### src/rtl/cplx_pkg.sv
// Shared types and widths for the sequential complex multiplier.
// Operand width is fixed at 16 because the add/sub stage is the 32-bit cla32.
package cplx_pkg;

   localparam int W  = 16;
   localparam int PW = 2 * W;
   localparam int RW = 2 * W + 1;

   typedef enum logic [2:0] {
      IDLE = 3'd0,
      MUL0 = 3'd1,
      MUL1 = 3'd2,
      MUL2 = 3'd3,
      MUL3 = 3'd4,
      DONE = 3'd5
   } state_t;

endpackage

### src/rtl/cla32.sv
// 32-bit carry-lookahead adder: 4-bit lookahead groups chained on group generate/propagate.
module cla32 (
   input  logic [31:0] a,
   input  logic [31:0] b,
   input  logic        cin,
   output logic [31:0] sum,
   output logic        cout
);

   logic [31:0] g;
   logic [31:0] p;
   logic [32:0] c;
   logic [7:0]  gg;
   logic [7:0]  gp;

   assign g = a & b;
   assign p = a ^ b;

   always_comb begin
      c    = '0;
      gg   = '0;
      gp   = '0;
      c[0] = cin;
      for (int i = 0; i < 8; i++) begin
         int k;
         k = 4 * i;
         gg[i] = g[k+3] | (p[k+3] & g[k+2]) | (p[k+3] & p[k+2] & g[k+1])
               | (p[k+3] & p[k+2] & p[k+1] & g[k]);
         gp[i] = &p[k +: 4];
         c[k+1] = g[k] | (p[k] & c[k]);
         c[k+2] = g[k+1] | (p[k+1] & g[k]) | (p[k+1] & p[k] & c[k]);
         c[k+3] = g[k+2] | (p[k+2] & g[k+1]) | (p[k+2] & p[k+1] & g[k])
                | (p[k+2] & p[k+1] & p[k] & c[k]);
         c[k+4] = gg[i] | (gp[i] & c[k]);
      end
   end

   assign sum  = p ^ c[31:0];
   assign cout = c[32];

endmodule

### src/rtl/smul16.sv
// Combinational W x W signed multiplier; the single multiplier shared by all four partial products.
module smul16
   import cplx_pkg::*;
(
   input  logic signed [W-1:0]  a,
   input  logic signed [W-1:0]  b,
   output logic signed [PW-1:0] p
);

   assign p = PW'(a) * PW'(b);

endmodule

### src/rtl/cplx_mul_seq.sv
// Sequential complex multiplier: one shared signed multiplier and one cla32 add/sub,
// time-multiplexed over four cycles, with valid/ready on both sides.
module cplx_mul_seq #(
   parameter int W = 16
) (
   input  logic                clk,
   input  logic                rst_n,
   input  logic                in_valid,
   output logic                in_ready,
   input  logic signed [W-1:0] a_re,
   input  logic signed [W-1:0] a_im,
   input  logic signed [W-1:0] b_re,
   input  logic signed [W-1:0] b_im,
   output logic                out_valid,
   input  logic                out_ready,
   output logic signed [2*W:0] p_re,
   output logic signed [2*W:0] p_im,
   output logic                busy
);

   import cplx_pkg::*;

   state_t state;

   logic signed [W-1:0]  opa_re;
   logic signed [W-1:0]  opa_im;
   logic signed [W-1:0]  opb_re;
   logic signed [W-1:0]  opb_im;
   logic signed [RW-1:0] acc_re;
   logic signed [RW-1:0] acc_im;

   logic signed [W-1:0]  mx;
   logic signed [W-1:0]  my;
   logic signed [PW-1:0] prod;
   logic                 sub;
   logic [PW-1:0]        add_a;
   logic [PW-1:0]        add_b;
   logic [PW-1:0]        add_sum;
   logic                 add_cout;
   logic signed [RW-1:0] add_res;

   function automatic logic signed [RW-1:0] sext_prod(input logic signed [PW-1:0] x);
      return {x[PW-1], x};
   endfunction

   // Treating both adder inputs as sign-extended makes the extra bit exact for any operands.
   function automatic logic ext_msb(input logic a_msb, input logic b_msb, input logic co);
      return a_msb ^ b_msb ^ co;
   endfunction

   assign in_ready = rst_n & (state == IDLE);
   assign busy     = rst_n & (state != IDLE);

   always_comb begin
      mx = opa_re;
      my = opb_re;
      case (state)
         MUL1:    begin mx = opa_im; my = opb_im; end
         MUL2:    begin mx = opa_re; my = opb_im; end
         MUL3:    begin mx = opa_im; my = opb_re; end
         default: begin mx = opa_re; my = opb_re; end
      endcase
   end

   smul16 u_mul (
      .a (mx),
      .b (my),
      .p (prod)
   );

   assign sub   = (state == MUL1);
   assign add_a = sub ? acc_re[PW-1:0] : acc_im[PW-1:0];
   assign add_b = sub ? ~prod : prod;

   cla32 u_add (
      .a    (add_a),
      .b    (add_b),
      .cin  (sub),
      .sum  (add_sum),
      .cout (add_cout)
   );

   assign add_res = {ext_msb(add_a[PW-1], add_b[PW-1], add_cout), add_sum};

   always_ff @(posedge clk) begin
      if (!rst_n) begin
         state     <= IDLE;
         out_valid <= 1'b0;
         p_re      <= '0;
         p_im      <= '0;
         acc_re    <= '0;
         acc_im    <= '0;
         opa_re    <= '0;
         opa_im    <= '0;
         opb_re    <= '0;
         opb_im    <= '0;
      end else begin
         case (state)
            IDLE: begin
               if (in_valid && in_ready) begin
                  opa_re <= a_re;
                  opa_im <= a_im;
                  opb_re <= b_re;
                  opb_im <= b_im;
                  state  <= MUL0;
               end
            end
            MUL0: begin
               acc_re <= sext_prod(prod);
               state  <= MUL1;
            end
            MUL1: begin
               p_re  <= add_res;
               state <= MUL2;
            end
            MUL2: begin
               acc_im <= sext_prod(prod);
               state  <= MUL3;
            end
            MUL3: begin
               p_im      <= add_res;
               out_valid <= 1'b1;
               state     <= DONE;
            end
            DONE: begin
               if (out_ready) begin
                  out_valid <= 1'b0;
                  state     <= IDLE;
               end
            end
            default: begin
               out_valid <= 1'b0;
               state     <= IDLE;
            end
         endcase
      end
   end

endmodule

### config.mk
export PLATFORM = sky130hd
export DESIGN_NAME = cplx_mul_seq
export DESIGN_NICKNAME = d
export VERILOG_FILES = /design/src/rtl/cplx_pkg.sv /design/src/rtl/cla32.sv /design/src/rtl/smul16.sv /design/src/rtl/cplx_mul_seq.sv
export SDC_FILE = /design/constraint.sdc
export NUM_CORES = 1
export LEC_CHECK = 0
export CAP_MARGIN = 40
export CORE_MARGIN = 2
export CORE_UTILIZATION = 35
export CTS_CLUSTER_SIZE = 30
export DETAILED_ROUTE_END_ITERATION = 16
export SLEW_MARGIN = 25
export SYNTH_ARGS = -nofsm -noshare
export SYNTH_HDL_FRONTEND = slang
export SYNTH_SLANG_ARGS = --single-unit
### constraint.sdc
create_clock -name clk -period 17.9 [get_ports clk]
set_input_delay 3.58 -clock clk [delete_from_list [all_inputs] [get_ports clk]]
set_output_delay 3.58 -clock clk [all_outputs]
set_load 0.05 [all_outputs]
==> results of run 1 <==
[worst max-delay path: cells and delay by family (launching register included)]
family          cells  cell delay, ns
compound gates     10            2.51
simple gates        8            1.28
flops               1            0.52
fa+ha+maj           9            4.05
buf+inv             4            0.74
xor+xnor            2            0.40
mux                 1            0.70
[how the worst max path moves through the flow]
stage / startpoint / endpoint / slack (ns) / cells after the start
floorplan: state[1] / p_re[28] / 8.75 / 36
global placement: state[1] / p_re[28] / 7.64 / 33
detailed placement: state[1] / p_re[28] / 7.61 / 34
CTS: state[1] / p_re[28] / 7.54 / 34
global route: state[1] / p_re[28] / 6.76 / 34
finish: state[1] / p_re[28] / 7.55 / 34
[registers in the layout, indices dropped and copies added, names as in the netlist]
signal     cells
out_valid      1
opb_re        16
p_re          33
acc_im        32
acc_re        32
p_im          33
opb_im        16
state          3
opa_re        16
opa_im        16
[synthesized netlist by cell type, drive strengths merged (2+ instances only)]
| master | n |
|---|---|
| nand2 | 521 |
| inv | 321 |
| fa | 269 |
| dfxtp | 198 |
| nor2 | 185 |
| a21oi | 121 |
| ha | 114 |
| o21ai | 100 |
| clkbuf | 79 |
| xnor2 | 67 |
| mux2i | 39 |
| a211oi | 29 |
| mux2 | 29 |
| a21o | 21 |
| nand3 | 20 |
| xor2 | 19 |
| buf | 17 |
| nand2b | 15 |
| o21a | 15 |
| nor3 | 10 |
| and2 | 8 |
| nand4 | 7 |
| and3 | 6 |
| o21bai | 6 |
| o31ai | 6 |
| nor2b | 5 |
| o211ai | 5 |
| nor3b | 4 |
| o221ai | 4 |
| o311ai | 4 |
| a2111oi | 3 |
| a211o | 3 |
| a31oi | 3 |
| or4 | 3 |
| a41oi | 2 |
| nor4 | 2 |
| nor4b | 2 |
| or3 | 2 |
[power by group through the flow]
stage,combinational [uW],clock [uW],sequential [uW]
floorplan,610,0,532
global placement,877,0,506
detailed placement,892,0,508
CTS,899,409,497
global route,1000,424,501
finish,889,395,497
[cell type report]
type	count	area, um2	share of cell area (%)
Multi-Input combinational cell	1664	13590	62.05
Tap cell	696	870.8	3.976
Clock inverter	14	175.2	0.7998
Clock buffer	17	425.4	1.942
Timing Repair Buffer	171	1667	7.610
Sequential cell	198	3964	18.10
Inverter	322	1210	5.524
[logic make-up (layout without fill, tap and decap cells)]
group,Yosys count,count (layout),synth area share (%)
multiplexers,68,68,3.755
AND/OR/NAND/NOR,794,794,16.84
XOR/XNOR,86,86,3.985
AO/OA/AOI/OAI,333,333,10.74
adder cells (fa/ha/maj),383,383,35.68
buffers and inverters,418,524,8.244
flip-flops,198,198,20.76
[layout by cell type, fill, tap and decap left out, drive strengths merged, types with 34 or more instances in the layout]
cell	n
o21ai	100
xnor2	67
nand2	521
buf	34
a21oi	121
nor2	185
clkdlybuf4s50	135
inv	328
fa	269
mux2i	39
ha	114
dfxtp	198
[metal layers]
metal	wire (um)	vias to the layer above
met4	1670	0
met1	22210	7655
met5	0	-
met2	26320	308
li1	-	7348
met3	2005	89
[metrics by stage]
step / setup WS (ns) / hold slack [ns] / utilization, % / power [uW]
floorplan: 8.754 / 0.4353 / - / 1142
global placement: 7.644 / 0.4415 / 39.24 / 1384
detailed placement: 7.612 / 0.4456 / 39.45 / 1400
CTS: 7.543 / 0.4576 / 40.57 / 1805
global route: 6.761 / 0.4758 / 40.62 / 1925
finish: 7.551 / 0.4584 / 40.62 / 1781
==> results by group, run 1 <==
Pwr
  • Sw Pwr: 779.7 uW
  • Flop pwr share: 27.9%
  • Gate power share: 49.9%
  • Switching share of power: 43.78%
  • Leak: 0.009706 uW
  • Power Internal: 1001 uW
  • Clock group share of total power: 22.2%
  • Worst VDD drop: 0.08310 mV
  • Total power per unit cell area: 81.32 nW/um2

Timing
  • Final min period: 10.35 ns
  • RSZ-0062 raised after global routing: false
  • Max Freq: 96.63 MHz
  • Fin. max-slew vios: 0
  • TNS Setup: 0 ns
  • Setup Viol. Count Final: 0
  • Worst slew margin: 41.45%
  • Fin crit share: 57.81%
  • Slew @ Worst Pin: 0.8538 ns
  • Hold Fails Final Rpt: 0
  • Worst Clk Skew: 0.01554 ns

Detailed routing
  • DR DRC count: 0
  • Vias: 15,400
  • Pre-Repair DR Iteration Count: 5
  • Drt wl/cell: 16.94 um
  • Vias per inst: 4.997
  • Post-DRT Antenna Nets: 0
  • DR iter-0 viols: 788
  • Drt total wl: 52,210 um

CTS
  • Clock Sinks: 198
  • Number of hold buffers added after CTS: 0
  • Postcts setup bufs: 0
  • H-tree levels: 4
  • CTS buffer count: 17
  • Clk pin slew, worst setup/hold paths: 0.08 ns
  • Root buffer cell: clkbuf_16
  • Clock latency on the worst-skew pair: 0.50 ns
  • CTS tree: done
  • Resize count post-CTS: 0
  • Max Root-Sink Buffers: 2

Cells and area
  • Post-route cell area: 21,900 um2
  • Number of diodes: 0
  • Final cell count without fillers: 3,082
  • Area Growth Syn to Fin: 14.71%
  • Share of layout cells above drive strength 1: 4.946%
  • # fillers: 5,408
  • NumNets Final: 2,825

Critical path
  • Cell mode on critical path: fa_1
  • Worst setup SP type: register
  • Flop2flop setup slack: 7.55 ns
  • R2r worst-path depth: 34
  • Req. time, crit path: 18.29 ns
  • Critical path class: register to register
  • Crit-path slowest cell: mux2i_1
  • R2r endpoint: p_re[28]
  • Crit Path Max Fanout: 34
  • Critical Path End Type: register
  • Worst Path Arrival: 10.74 ns
  • Reg2reg start: state[1]
  • Max incr delay on CP: 0.70 ns

Yosys
  • Post-Synthesis Cells: 2,280
  • Synthesized Nets: 2,731
  • YS warnings: 0
  • Main flop type after synthesis: dfxtp_1
  • Biggest area consumer among synthesized cells: fa_1
  • Mean post-synth cell area: 8.374 um2
  • Number of flops mapped to enable cells by yosys: 0
  • Fraction of registers with async set/reset: 0%
  • Synth Register Bits: 198
  • Cell variety after synth: 66
  • Share of Yosys cell area claimed by the top area cell type: 28.21%
  • Largest cells by area after synthesis: fa_1 (28%), dfxtp_1 (21%), nand2_1 (10%)
  • Synth Cell Area: 19,090 um2
  • Seq/Total Area, Yosys: 20.76%

Global routing
  • Initial antenna violation count: 0
  • Met1 Usage GRT: 23.70%
  • Pin count of the biggest net entering global routing: 86
  • GR Overflow Total: 0
  • All-Layer GR Usage: 19.47%
  • Vias in the first global route: 16,245
  • Met2 Use GR: 34.60%
  • Layer with the highest usage: met2
  • M3 GR Usage: 3.101%
  • Global-route wire length before repair: 84,970 um

Worst hold path
  • Hold path start: acc_im[24]
  • Hold EP: acc_im[24]
  • Class of the worst hold path: register to register
  • Worst hold stages: 2

Placed design
  • Final GP Congestion: 0.9309
  • Port bufs: 136
  • Post-place instance area: 21,270 um2
  • Dpl hpwl: 41,410 um
  • Placed Cells: 3,048

Die
  • Core Area: 53,920 um2
  • IO Count: 137
  • Die Wd: 237.6 um
  • Die Area: 56,430 um2
  • Die height: 237.6 um
  • Starting Density: 35.41%
  • FP Rows: 85

Flow run
  • Max-Cap Viols: 0

Status
  • Status: finished clean
Power figures use the tool's default switching activity.
==> run 2, diff against run 1 <==
==> constraint.sdc (replaced) <==
create_clock -name clk -period 10.4 [get_ports clk]
set_input_delay 2.08 -clock clk [delete_from_list [all_inputs] [get_ports clk]]
set_output_delay 2.08 -clock clk [all_outputs]
set_load 0.05 [all_outputs]
==> results by group, run 2 (same netlist as run 1, synthesis figures left out) <==
Cells and area
  • Leading cell types in the layout, fill and taps excluded: nand2_1 (521), inv_1 (320), fa_1 (269)
  • NumNets Final: 2,845 (+0.71%)
  • Multi-input gate area: 13,590 um2 (unchanged)
  • Number of diodes: 0 (unchanged)
  • Sequential Area: 3964 um2 (unchanged)
  • Most common cell after layout, fill and taps aside: nand2_1
  • Top flop regs: p_im x33, p_re x33
  • Area Growth Syn to Fin: 15.83%
  • Post-route cell area: 22,120 um2 (+0.98%)
  • Share of layout cells above drive strength 1: 5.736% (+0.79 points)
  • # fillers: 5,312 (-1.8%)

Critical path
  • Flop2flop setup slack: 0.58 ns (-6.97 ns)
  • Worst Path Arrival: 10.23 ns (-0.51 ns)
  • Crit Path Max Fanout: 23 (-32%)
  • Critical path class: register to register
  • Critical Path End Type: register
  • Worst setup SP type: register
  • Cell mode on critical path: fa_1
  • Req. time, crit path: 10.81 ns (-7.48 ns)
  • Max incr delay on CP: 0.71 ns (about the same)
  • Crit-path slowest cell: nand2b_2

Global routing
  • All-Layer GR Usage: 19.94% (+0.47 points)
  • Pin count of the biggest net entering global routing: 91 (+5.8%)
  • Global-route wire length before repair: 87,060 um (+2.5%)
  • Vias in the first global route: 16,526 (+1.7%)
  • Initial antenna violation count: 0 (unchanged)
  • GR Overflow Total: 0 (unchanged)

Timing
  • Fin crit share: 94.39% (+37 points)
  • Crit path setup slack, layout: 0.5832 ns (-6.968 ns)
  • Worst slew margin: 44.66% (+3.2 points)
  • Slew @ Worst Pin: 0.8070 ns (-0.04672 ns)
  • Worst Clk Skew: 0.01377 ns (-0.001770 ns)
  • Fin. max-slew vios: 0 (unchanged)
  • TNS Setup: 0 ns (unchanged)
  • Hold Fails Final Rpt: 0 (unchanged)
  • Setup Viol. Count Final: 0 (unchanged)
  • Max Freq: 101.9 MHz (+5.4%)
  • Final min period: 9.817 ns (-0.5319 ns)
  • RSZ-0062 raised after global routing: false

Pwr
  • Worst VDD drop: 0.1225 mV (+47%)
  • Total power per unit cell area: 140.1 nW/um2 (+72%)
  • Leak: 0.009827 uW (+1.2%)
  • Total power: 3098 uW (+74%)

Placed design
  • Post-place instance area: 21,350 um2 (+0.38%)
  • Final GP Congestion: 0.9586 (+3.0%)
  • Port bufs: 136 (unchanged)
  • Dpl hpwl: 42,060 um (+1.6%)
  • Worst slack at placement: 0.4410 ns (-7.171 ns)

CTS
  • Max Root-Sink Buffers: 2 (unchanged)
  • CTS buffer count: 17 (unchanged)
  • CTS tree: done
  • H-tree levels: 4 (unchanged)
  • Root buffer cell: clkbuf_16
  • Clock Sinks: 198 (unchanged)
  • Clock latency on the worst-skew pair: 0.49 ns (about the same)
  • Clk pin slew, worst setup/hold paths: 0.08 ns (about the same)

Die
  • Die Wd: 237.6 um (unchanged)
  • Core Area: 53,920 um2 (unchanged)
  • Starting Density: 35.41% (unchanged)
  • FP Rows: 85 (unchanged)
  • Die Area: 56,430 um2 (unchanged)
  • IO Count: 137 (unchanged)
  • Die height: 237.6 um (unchanged)

Detailed routing
  • Drt total wl: 53,840 um (+3.1%)
  • DR iter-0 viols: 937 (+19%)
  • Vias per inst: 4.981 (-0.32%)
  • DR DRC count: 0 (unchanged)
  • Pre-Repair DR Iteration Count: 5 (unchanged)
  • Vias: 15,450 (+0.32%)
  • Drt wl/cell: 17.36 um (+2.5%)
  • Post-DRT Antenna Nets: 0 (unchanged)

Status
  • Status: finished clean

Worst hold path
  • Class of the worst hold path: register to register

Flow run
  • Max-Cap Viols: 0 (unchanged)
## run 2: per-stage QoR
step	utilization (%)	hold WS, ns	std cells
2_1_floorplan	-	0.4353	2280
3_3_place_gp	39.52	0.4414	3057
3_5_place_dp	39.60	0.4463	3059
4_1_cts	40.71	0.4572	3090
5_1_grt	41.01	0.4689	3102
6_report	41.01	0.4563	3102
## run 2: worst paths after layout
kind                   from         to  cells after the start
setup / recovery   state[2]   p_im[29]                     32
hold / removal    acc_re[3]  acc_re[3]                      2
setup reg to reg   state[2]   p_im[29]                     32
hold reg to reg   acc_re[3]  acc_re[3]                      2
## run 2: critical path, delay by kind of cell, from the launching register on
kind                       cells  cell delay [ns]
AOI/OAI and AO/OA              6             1.69
xor gates and xnor gates       3             0.58
adders and majority gates      9             4.10
buffers and inverters          4             0.47
DFF                            1             0.57
and+or+nand+nor                9             1.82
muxes                          1             0.46
## run 2: what timing repair did
item,CTS,global route
hold buffers,0,0
setup endpoints to repair,0,6
resized for setup,0,1
buffers inserted,0,7
## run 2: area by class of cell
cell class,instances,area share [%]
Multi-Input combinational cell,1664,61.45
Tap cell,696,3.938
Timing Repair Buffer,191,8.521
Inverter,322,5.471
Sequential cell,198,17.92
Clock buffer,17,1.924
Clock inverter,14,0.7751
## run 2: layer usage
metal	vias to the layer above	routed length [um]	global-route usage, %
li1	7389	-	-
met5	-	0	0
met1	7707	22510	23.91
met4	0	1279	6.366
met3	74	2088	2.985
met2	280	27960	36.52
## run 2: power by group
| group | total [uW] | internal (uW) | switching [uW] |
|---|---|---|---|
| Sequential | 854 | 816 | 38.2 |
| Clock | 689 | 326 | 363 |
| Combinational | 1550 | 597 | 958 |
| Total | 3100 | 1740 | 1360 |
